==> src/rtl/jet_readout_l1.sv <==
// Jet-merger memory reader: walks addresses 0..N-1 under a credit limit, absorbs the
// fixed RAM latency and streams jets downstream through a small show-ahead FIFO.
module jet_readout_l1 #(
    parameter int JET_W  = 23,
    parameter int ADDR_W = 5,
    parameter int RD_LAT = 2,
    parameter int FIFO_D = 4
) (
    input  logic              clk,
    input  logic              reset,
    input  logic              start,
    input  logic [ADDR_W-1:0] nclust,
    output logic [ADDR_W-1:0] jet_addr,
    input  logic [JET_W-1:0]  jet_in,
    output logic [JET_W-1:0]  out_jet,
    output logic [ADDR_W-1:0] out_idx,
    output logic              out_valid,
    input  logic              out_ready,
    output logic              out_last,
    output logic              busy,
    output logic              done
);
    // The output register is the FIFO head; the array holds the remaining FIFO_D-1 entries.
    localparam int MEM_D = FIFO_D - 1;
    localparam int PTR_W = (MEM_D > 1) ? $clog2(MEM_D) : 1;
    localparam int CNT_W = $clog2(FIFO_D + RD_LAT + 1);
    localparam logic [CNT_W-1:0] FIFO_CAP = CNT_W'(FIFO_D);
    localparam logic [CNT_W-1:0] CNT_ONE  = CNT_W'(1);
    localparam logic [PTR_W-1:0] PTR_LAST = PTR_W'(MEM_D - 1);

    typedef enum logic [1:0] {IDLE, READ, DRAIN, DONE} state_t;

    state_t            state_reg, state_next;
    logic [ADDR_W-1:0] n_reg, addr_reg, n_last;
    logic [RD_LAT-1:0] pipe_vld_reg;
    logic [ADDR_W-1:0] pipe_idx_reg [RD_LAT];
    logic [JET_W-1:0]  mem_jet [MEM_D];
    logic [ADDR_W-1:0] mem_idx [MEM_D];
    logic [PTR_W-1:0]  wr_ptr_reg, rd_ptr_reg;
    logic [CNT_W-1:0]  mem_cnt_reg, inflight, total, occupancy;
    logic [JET_W-1:0]  out_jet_reg;
    logic [ADDR_W-1:0] out_idx_reg, push_idx;
    logic              out_valid_reg, out_last_reg;
    logic              issue, push, pop, load_out, mem_push, mem_pop;

    assign n_last   = n_reg - ADDR_W'(1);
    assign push     = pipe_vld_reg[RD_LAT-1];
    assign push_idx = pipe_idx_reg[RD_LAT-1];
    assign pop      = out_valid_reg && out_ready;
    assign load_out = !out_valid_reg || pop;
    assign mem_pop  = load_out && (mem_cnt_reg != '0);
    // A push bypasses the array only when the head register is free and nothing is queued.
    assign mem_push = push && !(load_out && (mem_cnt_reg == '0));

    always_comb begin
        inflight = '0;
        for (int i = 0; i < RD_LAT; i++) begin
            inflight = inflight + CNT_W'(pipe_vld_reg[i]);
        end
    end

    assign total     = mem_cnt_reg + CNT_W'(out_valid_reg);
    assign occupancy = total + inflight;
    assign issue     = (state_reg == READ) && (occupancy < FIFO_CAP);
    assign jet_addr  = issue ? addr_reg : '1;

    always_comb begin
        state_next = state_reg;
        case (state_reg)
            IDLE:    if (start) state_next = (nclust != '0) ? READ : DONE;
            READ:    if (issue && (addr_reg == n_last)) state_next = DRAIN;
            DRAIN:   if ((inflight == '0) &&
                         ((total == '0) || ((total == CNT_ONE) && pop))) state_next = DONE;
            DONE:    state_next = IDLE;
            default: state_next = IDLE;
        endcase
    end

    always_ff @(posedge clk) begin
        if (reset) begin
            state_reg <= IDLE;
            n_reg     <= '0;
            addr_reg  <= '0;
        end else begin
            state_reg <= state_next;
            if ((state_reg == IDLE) && start) begin
                n_reg    <= nclust;
                addr_reg <= '0;
            end else if (issue && (addr_reg != n_last)) begin
                addr_reg <= addr_reg + ADDR_W'(1);
            end
        end
    end

    // Issue tracker: one valid bit plus index per cycle of read latency.
    always_ff @(posedge clk) begin
        if (reset) begin
            pipe_vld_reg <= '0;
            for (int i = 0; i < RD_LAT; i++) pipe_idx_reg[i] <= '0;
        end else begin
            pipe_vld_reg[0] <= issue;
            pipe_idx_reg[0] <= addr_reg;
            for (int i = 1; i < RD_LAT; i++) begin
                pipe_vld_reg[i] <= pipe_vld_reg[i-1];
                pipe_idx_reg[i] <= pipe_idx_reg[i-1];
            end
        end
    end

    always_ff @(posedge clk) begin
        if (mem_push) begin
            mem_jet[wr_ptr_reg] <= jet_in;
            mem_idx[wr_ptr_reg] <= push_idx;
        end
    end

    always_ff @(posedge clk) begin
        if (reset) begin
            wr_ptr_reg    <= '0;
            rd_ptr_reg    <= '0;
            mem_cnt_reg   <= '0;
            out_valid_reg <= 1'b0;
            out_jet_reg   <= '0;
            out_idx_reg   <= '0;
            out_last_reg  <= 1'b0;
        end else begin
            if (mem_push) wr_ptr_reg <= (wr_ptr_reg == PTR_LAST) ? '0 : wr_ptr_reg + PTR_W'(1);
            if (mem_pop)  rd_ptr_reg <= (rd_ptr_reg == PTR_LAST) ? '0 : rd_ptr_reg + PTR_W'(1);
            case ({mem_push, mem_pop})
                2'b10:   mem_cnt_reg <= mem_cnt_reg + CNT_ONE;
                2'b01:   mem_cnt_reg <= mem_cnt_reg - CNT_ONE;
                default: mem_cnt_reg <= mem_cnt_reg;
            endcase
            if (load_out) begin
                if (mem_cnt_reg != '0) begin
                    out_valid_reg <= 1'b1;
                    out_jet_reg   <= mem_jet[rd_ptr_reg];
                    out_idx_reg   <= mem_idx[rd_ptr_reg];
                    out_last_reg  <= (mem_idx[rd_ptr_reg] == n_last);
                end else if (push) begin
                    out_valid_reg <= 1'b1;
                    out_jet_reg   <= jet_in;
                    out_idx_reg   <= push_idx;
                    out_last_reg  <= (push_idx == n_last);
                end else begin
                    out_valid_reg <= 1'b0;
                    out_last_reg  <= 1'b0;
                end
            end
        end
    end

    no_overflow: assert property (@(posedge clk) disable iff (reset) !(push && (total == FIFO_CAP)));

    assign out_jet   = out_jet_reg;
    assign out_idx   = out_idx_reg;
    assign out_valid = out_valid_reg;
    assign out_last  = out_last_reg;
    assign busy      = (state_reg != IDLE);
    assign done      = (state_reg == DONE);
endmodule
==> config.mk <==
export PLATFORM = sky130hd
export DESIGN_NAME = jet_readout_l1
export DESIGN_NICKNAME = d
export VERILOG_FILES = /design/src/rtl/jet_readout_l1.sv
export SDC_FILE = /design/constraint.sdc
export NUM_CORES = 1
export LEC_CHECK = 0
export CORE_ASPECT_RATIO = 0.6
export CORE_UTILIZATION = 47
export CTS_CLUSTER_DIAMETER = 30
export DETAILED_ROUTE_END_ITERATION = 6
export PLACE_DENSITY = 0.68
export SLEW_MARGIN = 20
export SYNTH_ARGS = -nofsm -noshare
export SYNTH_HDL_FRONTEND = slang
export SYNTH_SLANG_ARGS = --single-unit
==> constraint.sdc <==
create_clock -name clk -period 5.4 [get_ports clk]
set_clock_uncertainty 0.2 [all_clocks]
set_input_delay 1.08 -clock clk [delete_from_list [all_inputs] [get_ports clk]]
set_output_delay 1.08 -clock clk [all_outputs]
set_load 0.01 [all_outputs]
After elaboration in Yosys (flattened, before gate mapping)
Memories as Yosys holds them, arrays and structs flattened. A register that Yosys moved wholly into a read port is not among the register bits.
Index checks and enable logic that the tools add are counted.
Cells by class
  $add $sub $neg: 9
  order comparisons: 1
  equal/unequal tests: 15
  multiplexer cells: 28
  bitwise logic cells: 2
  reductions and logical operators: 26
Operators with widths (number)
  $mux 23: 2
  $mux 5: 5
  $mux 2: 10
  $eq 5x5->1: 3
  $eq 2x2->1 const B: 5
  $logic_and 1x1->1: 10
  $logic_not 3->1: 3
  $mux 1: 9
  $pmux 2 s4: 1
  $pmux 3 s2: 1
  $reduce_bool 2->1: 3
  $add 5x1->5 const B: 1
  $ne 5x5->1: 1
  $reduce_bool 5->1: 1
  $sub 5x1->5 const B: 1
  $add 2x1->2 const B: 2
  $eq 2x1->1 const B: 2
  $ne 2x2->1 const B: 2
  $add 3x1->3: 1
  $add 3x1->3 const B: 1
  $add 3x2->3: 1
  $eq 3x1->1 const B: 1
  $lt 3x3->1 const B: 1
  $reduce_and 3->1: 1
  10 further kinds: 13
Word-level totals
  bits in registers: 51
  memory bits (writable): 94
  input bits: 32
  output and inout port bits: 37
  word-level logic and storage cells: 95
  memories kept: 3
Memory list
  mem_jet: words 3, bits a word 23, rd ports 1, clocked after Yosys merged registers in 1, write ports 1, line 37  | logic [JET_W-1:0] mem_jet [MEM_D];
  mem_idx: words 3, bits a word 5, rd ports 1, clocked after Yosys merged registers in 1, write ports 1, line 38  | logic [ADDR_W-1:0] mem_idx [MEM_D];
  pipe_idx_reg: words 2, bits a word 5, rd ports 2, clocked after Yosys merged registers in 0, write ports 2, line 36  | logic [ADDR_W-1:0] pipe_idx_reg [RD_LAT];

Longest topological paths before layout
  depth in word-level cells: 7
  mapped depth: 10
  depth with buffers taken out: 9

Least setup slack after synthesis
Ideal clock, no wire load.
  path type: input to register
  start: input port out_ready
  end: memory mem_idx[1][0], enable pin
  setup time: 0.457 ns
  data arrival time: 3.625 ns
  required time: 4.743 ns
  slack: 1.118 ns
  stages on the path: 4
  path buffers: 0
  cells stage by stage: nand2b_1 nand2_1 nand2_1 nor3b_1
Between the ends
  longest elaborated chain between the ends: 7
RTL lines
  from (decl): line 18  | input logic out_ready,
  $logic_and 1x1->1: line 49  | assign pop = out_valid_reg && out_ready;
  $logic_or 1x1->1: line 50  | assign load_out = !out_valid_reg || pop;
  $logic_and 1x1->1: line 53  | assign mem_push = push && !(load_out && (mem_cnt_reg == '0));
  $logic_not 1->1: line 53
  $logic_and 1x1->1: line 53
  $mux 1: line 111  | if (mem_push) begin
  $mux 1 (implied by the code): line 113  | mem_idx[wr_ptr_reg] <= push_idx;
  to (decl): line 38
No other way between the ends.

Worst setup path in the final report
  start: register mem_cnt_reg[0]
  end: output port jet_addr[3]
Between the ends
  longest elaborated chain between the ends: 5
RTL lines
  from (decl): line 40  | logic [CNT_W-1:0] mem_cnt_reg, inflight, total, occupancy;
  from (signal assigned): line 130  | 2'b10: mem_cnt_reg <= mem_cnt_reg + CNT_ONE;
  from (signal assigned): line 131  | 2'b01: mem_cnt_reg <= mem_cnt_reg - CNT_ONE;
  from (signal assigned): line 132  | default: mem_cnt_reg <= mem_cnt_reg;
  $add 3x1->3: line 62  | assign total = mem_cnt_reg + CNT_W'(out_valid_reg);
  $add 3x2->3: line 63  | assign occupancy = total + inflight;
  $lt 3x3->1: line 64  | assign issue = (state_reg == READ) && (occupancy < FIFO_CAP);
  $logic_and 1x1->1: line 64
  $mux 5: line 65  | assign jet_addr = issue ? addr_reg : '1;
  to (decl): line 13  | output logic [ADDR_W-1:0] jet_addr,
No other way between the ends.

==> results.toml <==
[synth]
ys.flop_type = "edfxtp_1"
yosys-top-cells-count = "nand2_1, edfxtp_1, dfxtp_1, nor2_1, o21ai_0"
synth_edf_count = 84
syn_area_per_cell_um2 = 11.2
synth_seq_cells = 147
yosys-top-cells-area = "edfxtp_1, dfxtp_1, nand2_1, mux2i_1, a311oi_1"
yosys.area.top_type = "edfxtp_1"
syn-num-nets = 599
synth_warnings = 0
syn_area_um2 = 6220
synth-seq-area-share_pct = 60.8
async_flop_share_pct = 0
synth_cell_types = 48
yosysMostFrequentCell = "nand2_1"
syn-instance-count = 553
synth_top_area_share_pct = 40.6

[power]
ir_worst_vdd_mv = 0.231
leakagePower_nw = 2.64
total_power_mw = 3.88
power_density_nw_per_um2 = 509

[route]
drcViolationCount = 0
wl_per_cell_um = 16.1
ant_nets = 0
drt-pass1-iter-count = 7
finalWirelength_um = 12800
via_per_inst = 5.31
detail_route.iter0.violations = 216
vias = 4221

[sta]
holdWs_ns = 0.245
min_period_ns = 4.29
setup_violations = 0
setup_ws_ns = 1.11
final_max_slew_viol_count = 0
tightest_slew_ns = 0.966
hold_viol = 0
grt_setup_unrepaired = "false"
finalSetupTns_ns = 0
slew_headroom_pct = 35.6
fmax_ghz = 0.233
fin_crit_sh_pct = 79.4

[layout]
layout-drive-gt1-share_pct = 8.32
utilization_pct = 59.1
multiInputGateArea_um2 = 2260
largest_reg_flops = 69
area_delta_synth_final_pct = 22.6
regArea_um2 = 3790
fin_nets = 658
fill_cells = 1052
final_cells = 795
insertedDiodeCount = 0
stdcell_area_um2 = 7620

[critical_path]
cp_slowest_cell = "clkdlybuf4s50_1"
critPathKind = "flop to output pin"
r2r-start = "mem_cnt_reg[2]"
crit_path_frequent_cell = "ha_1"
cp-end-kind = "output pin"
required_ns = 4.12
crit_start = "mem_cnt_reg[0]"
cp.buffers_inverters = 1
cp.arrival_ns = 3.01
crit_cells = 8
worst-path-max-fanout = 8
critPathTopFamily = "adder cells"
crit_path_start_kind = "flop"
endpoint = "jet_addr[3]"
crit_chain = "ha_1 -> ha_1 -> ha_1 -> a31oi_1 -> xor2_1 -> and2_1 -> nand2b_1 -> clkdlybuf4s50_1"
timing.rr.end = "mem_cnt_reg[2]"
reg2reg_depth = 10
max_stage_delay_ns = 0.50
r2r_setup_slack_ns = 2.56

[floorplanning]
core-area_um2 = 12900
fp.dieH_um = 91.1
ios = 69
num_rows = 32
initial_utilization_pct = 48.2
die_w_um = 151
dieArea_um2 = 13700

[clock_network]
cts_buffer_depth = 2
cts.hold.buffers_added = 0
cts_sinks = 147
postCtsSetupRepairBufs = 0
cts_tree = "yes"
htreeDepth = 4
numCtsBuffers = 17
insertion_delay_ns = 0.41
ctsResizeCount = 0
root_buffer = "clkbuf_16"
clk_pin_slew_ns = 0.06

[run_status]
status = "finished, final reports clean"

[placed_design]
hpwlAfterDp_um = 8180
gp_congestion = 0.747
placed_cell_area_um2 = 7040
dpl_worst_slack_ns = 1.56
numPortBuffers = 68
dp_cells = 763

[hold_path]
min_path_type = "flop to flop"

[global_route]
grt_use_total_pct = 20.4
antenna_found_initial = 0
gr-total-overflow = 0
grt_pass1_wl_um = 21400
grt_max_degree = 63
grt_pass1_vias = 4312

[job]
cap_violations = 0
[cell type report]
cell class	count	share of cell area, %
Clock buffer	17	5.58
Clock inverter	15	1.97
Inverter	16	0.788
Multi-Input combinational cell	356	29.7
Sequential cell	147	49.7
Tap cell	170	2.79
Timing Repair Buffer	74	9.49
[per-layer routing]
layer,part of all wire (%),wire (µm),vias up,track usage [%]
met5,0,0,-,0
met4,0.60,77,0,5.56
met3,4.4,563,11,4.52
met2,46,5880,83,32.9
met1,49,6320,2025,27.8
li1,-,-,2102,-
[worst register-to-register path: cells and delay by family, from the launching register on]
family | cells | cell delay, ns
AOI/OAI and AO/OA | 1 | 0.14
xor gates and xnor gates | 1 | 0.15
adders and majority gates | 2 | 0.60
buffers and inverters | 2 | 0.45
DFF | 1 | 0.36
and+or+nand+nor | 4 | 0.86
[layout by cell type (no fill, tap or decap), drive strengths merged, types with 17 or more instances in the layout]
master and instances:
nand2 89, dfxtp 63, edfxtp 84, inv 22, a311oi 27, mux2i 28, a21oi 19, o21ai 29
clkdlybuf4s50 67, clkbuf 17, nor2 40
[how the worst min path moves through the flow]
stage	start	cells after the start	end
global route	pipe_idx_reg[0][3]	1	pipe_idx_reg[0][8]
finish	pipe_idx_reg[0][0]	1	pipe_idx_reg[0][5]
floorplan	pipe_idx_reg[0][0]	1	pipe_idx_reg[0][5]
CTS	pipe_idx_reg[0][0]	1	pipe_idx_reg[0][5]
global placement	pipe_idx_reg[0][4]	1	pipe_idx_reg[0][9]
detailed placement	pipe_idx_reg[0][4]	1	pipe_idx_reg[0][9]
[power breakdown]
group	switching, mW	internal, mW
clock network	0.487	0.647
registers	0.129	1.31
logic	0.769	0.544
[logic make-up after synthesis]
group	after synthesis	share of synthesized area, %
xor gates and xnor gates	24	3.38
adders and majority gates	14	2.94
muxes	32	5.23
DFF	147	60.8
AOI/OAI and AO/OA	100	10.8
and+or+nand+nor	186	13.6
buffers and inverters	50	3.22
(Power assumes the default switching activity.)
